## config.mk

```make
export PLATFORM = sky130hd
export DESIGN_NAME = mips_mem_ctrl
export DESIGN_NICKNAME = d
export VERILOG_FILES = /design/src/rtl/mips_mem_pkg.sv /design/src/rtl/mem_lane_align.sv /design/src/rtl/mips_mem_ctrl.sv
export SDC_FILE = /design/constraint.sdc
export NUM_CORES = 1
export LEC_CHECK = 0
export BUFFER_PORTS_ARGS = -buffer_cell sky130_fd_sc_hd__buf_4
export CAP_MARGIN = 30
export CORE_MARGIN = 4
export CORE_UTILIZATION = 25
export CTS_BUF_LIST = sky130_fd_sc_hd__clkbuf_8
export DETAILED_ROUTE_END_ITERATION = 8
export SLEW_MARGIN = 20
export SYNTH_ARGS = -nofsm -noshare
export SYNTH_HDL_FRONTEND = slang
export SYNTH_HIERARCHICAL = 1
export SYNTH_SLANG_ARGS = --single-unit
export TNS_END_PERCENT = 1
```

## constraint.sdc

```tcl
create_clock -name clk -period 7.55 [get_ports clk]
set_clock_uncertainty 0.05 [all_clocks]
set_input_delay 1.1325 -clock clk [delete_from_list [all_inputs] [get_ports clk]]
set_output_delay 1.1325 -clock clk [all_outputs]
set_load 0.05 [all_outputs]
```

## src/rtl/mips_mem_pkg.sv

```systemverilog
// Shared types for the multicycle MIPS memory-port sequencer.
package mips_mem_pkg;

    typedef enum logic [1:0] {
        SZ_BYTE = 2'b00,
        SZ_HALF = 2'b01,
        SZ_WORD = 2'b10,
        SZ_RSVD = 2'b11
    } size_t;

    typedef enum logic [1:0] {
        IDLE,
        RD,
        WR,
        RSP
    } memstate_t;

endpackage

```

## src/rtl/mem_lane_align.sv

```systemverilog
// Little-endian lane logic: byte enables, write replication, read extraction/extension.
module mem_lane_align
    import mips_mem_pkg::*;
(
    input  logic [1:0]  size,
    input  logic        sign_ext,
    input  logic [1:0]  addr_lo,
    input  logic [31:0] wdata,
    input  logic [31:0] readdata,
    output logic [3:0]  byteenable,
    output logic [31:0] writedata,
    output logic [31:0] rdata_ext,
    output logic        illegal
);

    logic [7:0]  rd_byte;
    logic [15:0] rd_half;

    always_comb begin
        rd_byte    = readdata[{addr_lo, 3'b000} +: 8];
        rd_half    = addr_lo[1] ? readdata[31:16] : readdata[15:0];
        byteenable = '0;
        writedata  = '0;
        rdata_ext  = '0;
        illegal    = 1'b0;
        case (size)
            SZ_BYTE: begin
                byteenable = 4'b0001 << addr_lo;
                writedata  = {4{wdata[7:0]}};
                rdata_ext  = {{24{sign_ext & rd_byte[7]}}, rd_byte};
            end
            SZ_HALF: begin
                byteenable = addr_lo[1] ? 4'b1100 : 4'b0011;
                writedata  = {2{wdata[15:0]}};
                rdata_ext  = {{16{sign_ext & rd_half[15]}}, rd_half};
                illegal    = addr_lo[0];
            end
            SZ_WORD: begin
                byteenable = 4'b1111;
                writedata  = wdata;
                rdata_ext  = readdata;
                illegal    = (addr_lo != 2'b00);
            end
            default: illegal = 1'b1;
        endcase
    end

endmodule

```

## src/rtl/mips_mem_ctrl.sv

```systemverilog
// One-request-at-a-time sequencer from the CPU memory port to an Avalon master with
// waitrequest, illegal-request detection and a stall watchdog.
module mips_mem_ctrl
    import mips_mem_pkg::*;
#(
    parameter int unsigned TIMEOUT = 255,
    parameter int unsigned CNT_W   = 8
) (
    input  logic        clk,
    input  logic        rst_n,
    input  logic        req_valid,
    output logic        req_ready,
    input  logic        req_write,
    input  logic [1:0]  req_size,
    input  logic        req_signed,
    input  logic [31:0] req_addr,
    input  logic [31:0] req_wdata,
    output logic        rsp_valid,
    output logic        rsp_err,
    output logic [31:0] rsp_rdata,
    output logic [31:0] avl_address,
    output logic        avl_read,
    output logic        avl_write,
    output logic [3:0]  avl_byteenable,
    output logic [31:0] avl_writedata,
    input  logic        avl_waitrequest,
    input  logic [31:0] avl_readdata
);

    localparam logic [CNT_W-1:0] TO_LAST = CNT_W'(TIMEOUT - 1);

    memstate_t        state;
    logic [1:0]       lat_size;
    logic             lat_signed;
    logic [1:0]       lat_addr_lo;
    logic [CNT_W-1:0] wd_cnt;

    logic       in_idle;
    logic [1:0] al_size;
    logic       al_signed;
    logic [1:0] al_addr_lo;
    logic [3:0] al_be;
    logic [31:0] al_wdata;
    logic [31:0] al_rdata;
    logic       al_illegal;
    logic       timeout_hit;

    // Aligner sees the live request while idle, the latched one during the access.
    assign in_idle    = (state == IDLE);
    assign al_size    = in_idle ? req_size     : lat_size;
    assign al_signed  = in_idle ? req_signed   : lat_signed;
    assign al_addr_lo = in_idle ? req_addr[1:0] : lat_addr_lo;

    // This stall cycle is the one that brings the count up to TIMEOUT.
    assign timeout_hit = (TIMEOUT != 0) && (wd_cnt == TO_LAST);

    mem_lane_align u_align (
        .size       (al_size),
        .sign_ext   (al_signed),
        .addr_lo    (al_addr_lo),
        .wdata      (req_wdata),
        .readdata   (avl_readdata),
        .byteenable (al_be),
        .writedata  (al_wdata),
        .rdata_ext  (al_rdata),
        .illegal    (al_illegal)
    );

    always_ff @(posedge clk or negedge rst_n) begin
        if (!rst_n) begin
            state          <= IDLE;
            req_ready      <= 1'b1;
            rsp_valid      <= 1'b0;
            rsp_err        <= 1'b0;
            rsp_rdata      <= '0;
            avl_address    <= '0;
            avl_read       <= 1'b0;
            avl_write      <= 1'b0;
            avl_byteenable <= '0;
            avl_writedata  <= '0;
            lat_size       <= '0;
            lat_signed     <= 1'b0;
            lat_addr_lo    <= '0;
            wd_cnt         <= '0;
        end else begin
            rsp_valid <= 1'b0;
            case (state)
                IDLE: begin
                    if (req_valid) begin
                        req_ready      <= 1'b0;
                        lat_size       <= req_size;
                        lat_signed     <= req_signed;
                        lat_addr_lo    <= req_addr[1:0];
                        avl_address    <= {req_addr[31:2], 2'b00};
                        avl_byteenable <= al_be;
                        avl_writedata  <= al_wdata;
                        wd_cnt         <= '0;
                        if (al_illegal) begin
                            state     <= RSP;
                            rsp_valid <= 1'b1;
                            rsp_err   <= 1'b1;
                            rsp_rdata <= '0;
                        end else if (req_write) begin
                            state     <= WR;
                            avl_write <= 1'b1;
                        end else begin
                            state     <= RD;
                            avl_read  <= 1'b1;
                        end
                    end
                end
                RD, WR: begin
                    if (!avl_waitrequest) begin
                        avl_read  <= 1'b0;
                        avl_write <= 1'b0;
                        state     <= RSP;
                        rsp_valid <= 1'b1;
                        rsp_err   <= 1'b0;
                        rsp_rdata <= (state == RD) ? al_rdata : '0;
                    end else if (timeout_hit) begin
                        avl_read  <= 1'b0;
                        avl_write <= 1'b0;
                        state     <= RSP;
                        rsp_valid <= 1'b1;
                        rsp_err   <= 1'b1;
                        rsp_rdata <= '0;
                    end else if (wd_cnt != '1) begin
                        wd_cnt <= wd_cnt + 1'b1;
                    end
                end
                RSP: begin
                    state     <= IDLE;
                    req_ready <= 1'b1;
                end
                default: state <= IDLE;
            endcase
        end
    end

endmodule
```

==> results.json <==
{
  "status": "finished clean",
  "switching_share_pct": 51.2,
  "postSynthCellCount": 520,
  "start_kind": "register",
  "cp.required_ps": 7870,
  "arrival_ps": 3930,
  "p_int_mw": 2.11,
  "switchingPower_mw": 2.22,
  "cts_buffer_depth": 2,
  "antenna_found_initial": 0,
  "tightest_slew_ps": 826,
  "post-dp-hpwl_um": 13400,
  "areaGrowthSynthToFinish_pct": 37.3,
  "setup_ws_ps": 3930,
  "io_pins": 209,
  "rows": 56,
  "postCtsHoldBufs": 0,
  "cts_tree": "yes",
  "rsz0062_at_grt": "false",
  "drtIter0Drc": 242,
  "whs_ps": 450,
  "die_area_um2": 26300,
  "finalCritPeriodShare_pct": 47.9,
  "die_y_um": 162,
  "routed_wl_um": 18400,
  "syn_area_um2": 5930,
  "grt_use_total_pct": 13.9,
  "drv_cap": 0,
  "wl_per_cell_um": 17.6,
  "gp_congestion": 0.764,
  "worstSkewPairLatency_ps": 440,
  "fin_nets": 822,
  "end_kind": "register",
  "cts_setup_buffers": 0,
  "grt_pass1_vias": 5070,
  "dieWidth_um": 162,
  "regToRegStartpoint": "state[0]",
  "crit_type": "reg -> reg",
  "p_comb_share_pct": 61.9,
  "ys_types": 47,
  "p_per_area_nw_per_um2": 531,
  "tns_ps": 0,
  "drt_pass1_iterations": 5,
  "synth_edf_count": 0,
  "met1_length_um": 8000,
  "fin_area_um2": 8150,
  "avgViaCountPerCell": 4.64,
  "slew_headroom_pct": 44.9,
  "finish.utilization_pct": 34.8,
  "cts_resized": 0,
  "power_mw": 4.33,
  "synth.area.top_cells": "dfrtp_1 (49%), mux2_2 (17%), a22o_1 (4.9%), o21ai_0 (2.5%), a211o_1 (2.4%)",
  "root_buffer": "clkbuf_8",
  "holdCritStartpoint": "lat_addr_lo[0]",
  "drive_above_1_share_pct": 47.2,
  "wl_met3_um": 1520,
  "yosysTopAreaCell": "dfrtp_1",
  "drv_slew": 0,
  "yosysMostFrequentCell": "dfrtp_1",
  "cts_sinks": 118,
  "p_leak_nw": 3.96,
  "dpl_cell_area_um2": 7740,
  "syn_avg_cell_area_um2": 11.4,
  "clock.fmax_mhz": 276,
  "setup_viol_count_final": 0,
  "synth_common_cells": "dfrtp_1 (117), mux2_2 (87), a22o_1 (33), nand2_1 (33), o21ai_0 (30)",
  "h-tree-depth": 4,
  "drc": 0,
  "placed_cells": 1011,
  "ys.flop_type": "dfrtp_1",
  "vias": 4839,
  "crit_path_max_fanout": 42,
  "seqPwrFrac_pct": 24.8,
  "cp-startpoint": "state[0]",
  "diodes": 0,
  "grt_overflow": 0,
  "grt_max_degree": 67,
  "pwr-share-clk_pct": 13.3,
  "core-area_um2": 23400,
  "port_buffers": 206,
  "dr_wl_met2_um": 8610,
  "hp-class": "reg -> reg",
  "period_minus_slack_ps": 3620,
  "cts_buffers": 17,
  "ir_drop_uv": 316,
  "ys_ff_latch": 118,
  "ys_warn_count": 6,
  "synthArstFlopShare_pct": 100,
  "ys_seq_area_share_pct": 49.8,
  "hold_viol": 0,
  "pre_cts_ws_ps": 3860,
  "highest_layer": "met4",
  "path_clk_slew_ps": 70,
  "synth_top_area_share_pct": 49.3,
  "grt_pass1_wl_um": 28700,
  "initial_core_util_pct": 25.4,
  "finalNonFillerCells": 1044,
  "antenna_left": 0
}
==> logic make-up (layout without fill, tap and decap cells) <==
logic type	Yosys count	in the layout	share of synthesized area, %
and+or+nand+nor	96	96	8.31
DFF	118	118	49.8
buffers and inverters	56	260	4.57
other	1	2	0.0632
AOI/OAI and AO/OA	150	150	18.3
adders and majority gates	6	6	1.26
muxes	93	93	17.7
==> final timing paths <==
path	to	slack, ps	cells past startpoint
setup reg to reg	rsp_rdata[18]	3930	7
max in group asynchronous	req_ready	5580	3
setup / recovery	rsp_rdata[18]	3930	7
hold reg to reg	lat_addr_lo[0]	450	1
min in group asynchronous	rsp_rdata[20]	690	1
hold / removal	lat_addr_lo[0]	450	1
==> final cells by class <==
cell class,instances,area [µm²]
Inverter,18,67.6
Timing Repair Buffer,210,1620
Tap cell,319,399
Clock buffer,19,262
Clock inverter,13,123
Multi-Input combinational cell,347,2730
Fill cell,2399,15300
Sequential cell,118,2950
==> sequential cells by signal, summed over array words and instances (netlist names) <==
name            flops
avl_writedata      32
avl_write           1
lat_size            2
wd_cnt              8
rsp_valid           1
rsp_rdata          32
avl_byteenable      4
rsp_err             1
req_ready           1
lat_signed          1
avl_read            1
state               2
avl_address        30
lat_addr_lo         2
==> cell usage in the layout, fill, tap and decap left out, types with 10 or more instances in the layout <==
cell type,count
clkbuf_8,19
dfrtp_1,117
mux2_2,87
nor2b_1,12
nor2_1,10
a21oi_1,26
and2_1,10
a22o_1,33
inv_1,18
nand2_1,32
a211o_1,16
o21ai_0,30
buf_4,208
==> routing by layer <==
metal,vias up,GRT usage [%]
met5,-,0
met4,0,3.96
met3,13,5.02
met2,177,22.2
met1,2359,17.7
li1,2290,-
==> power by group through the flow <==
| stage | sequential, mW | clock [mW] | combinational, mW |
|---|---|---|---|
| after global placement | 1.08 | 0 | 2.69 |
| after floorplan | 1.93 | 0 | 1.10 |
| after CTS | 1.07 | 0.604 | 2.71 |
| after global routing | 1.11 | 0.625 | 2.86 |
| after detailed placement | 1.08 | 0 | 2.71 |
| final | 1.07 | 0.577 | 2.68 |
==> critical path, cell delays in order (launching register included) <==
cell and delay (ps):
dfrtp_1 410, inv_1 90, ha_1 560, mux2_2 710, nor2b_2 750, and3_1 680, a211o_1 170, a22o_1 120
No activity file was read; power rests on OpenSTA's default activity.
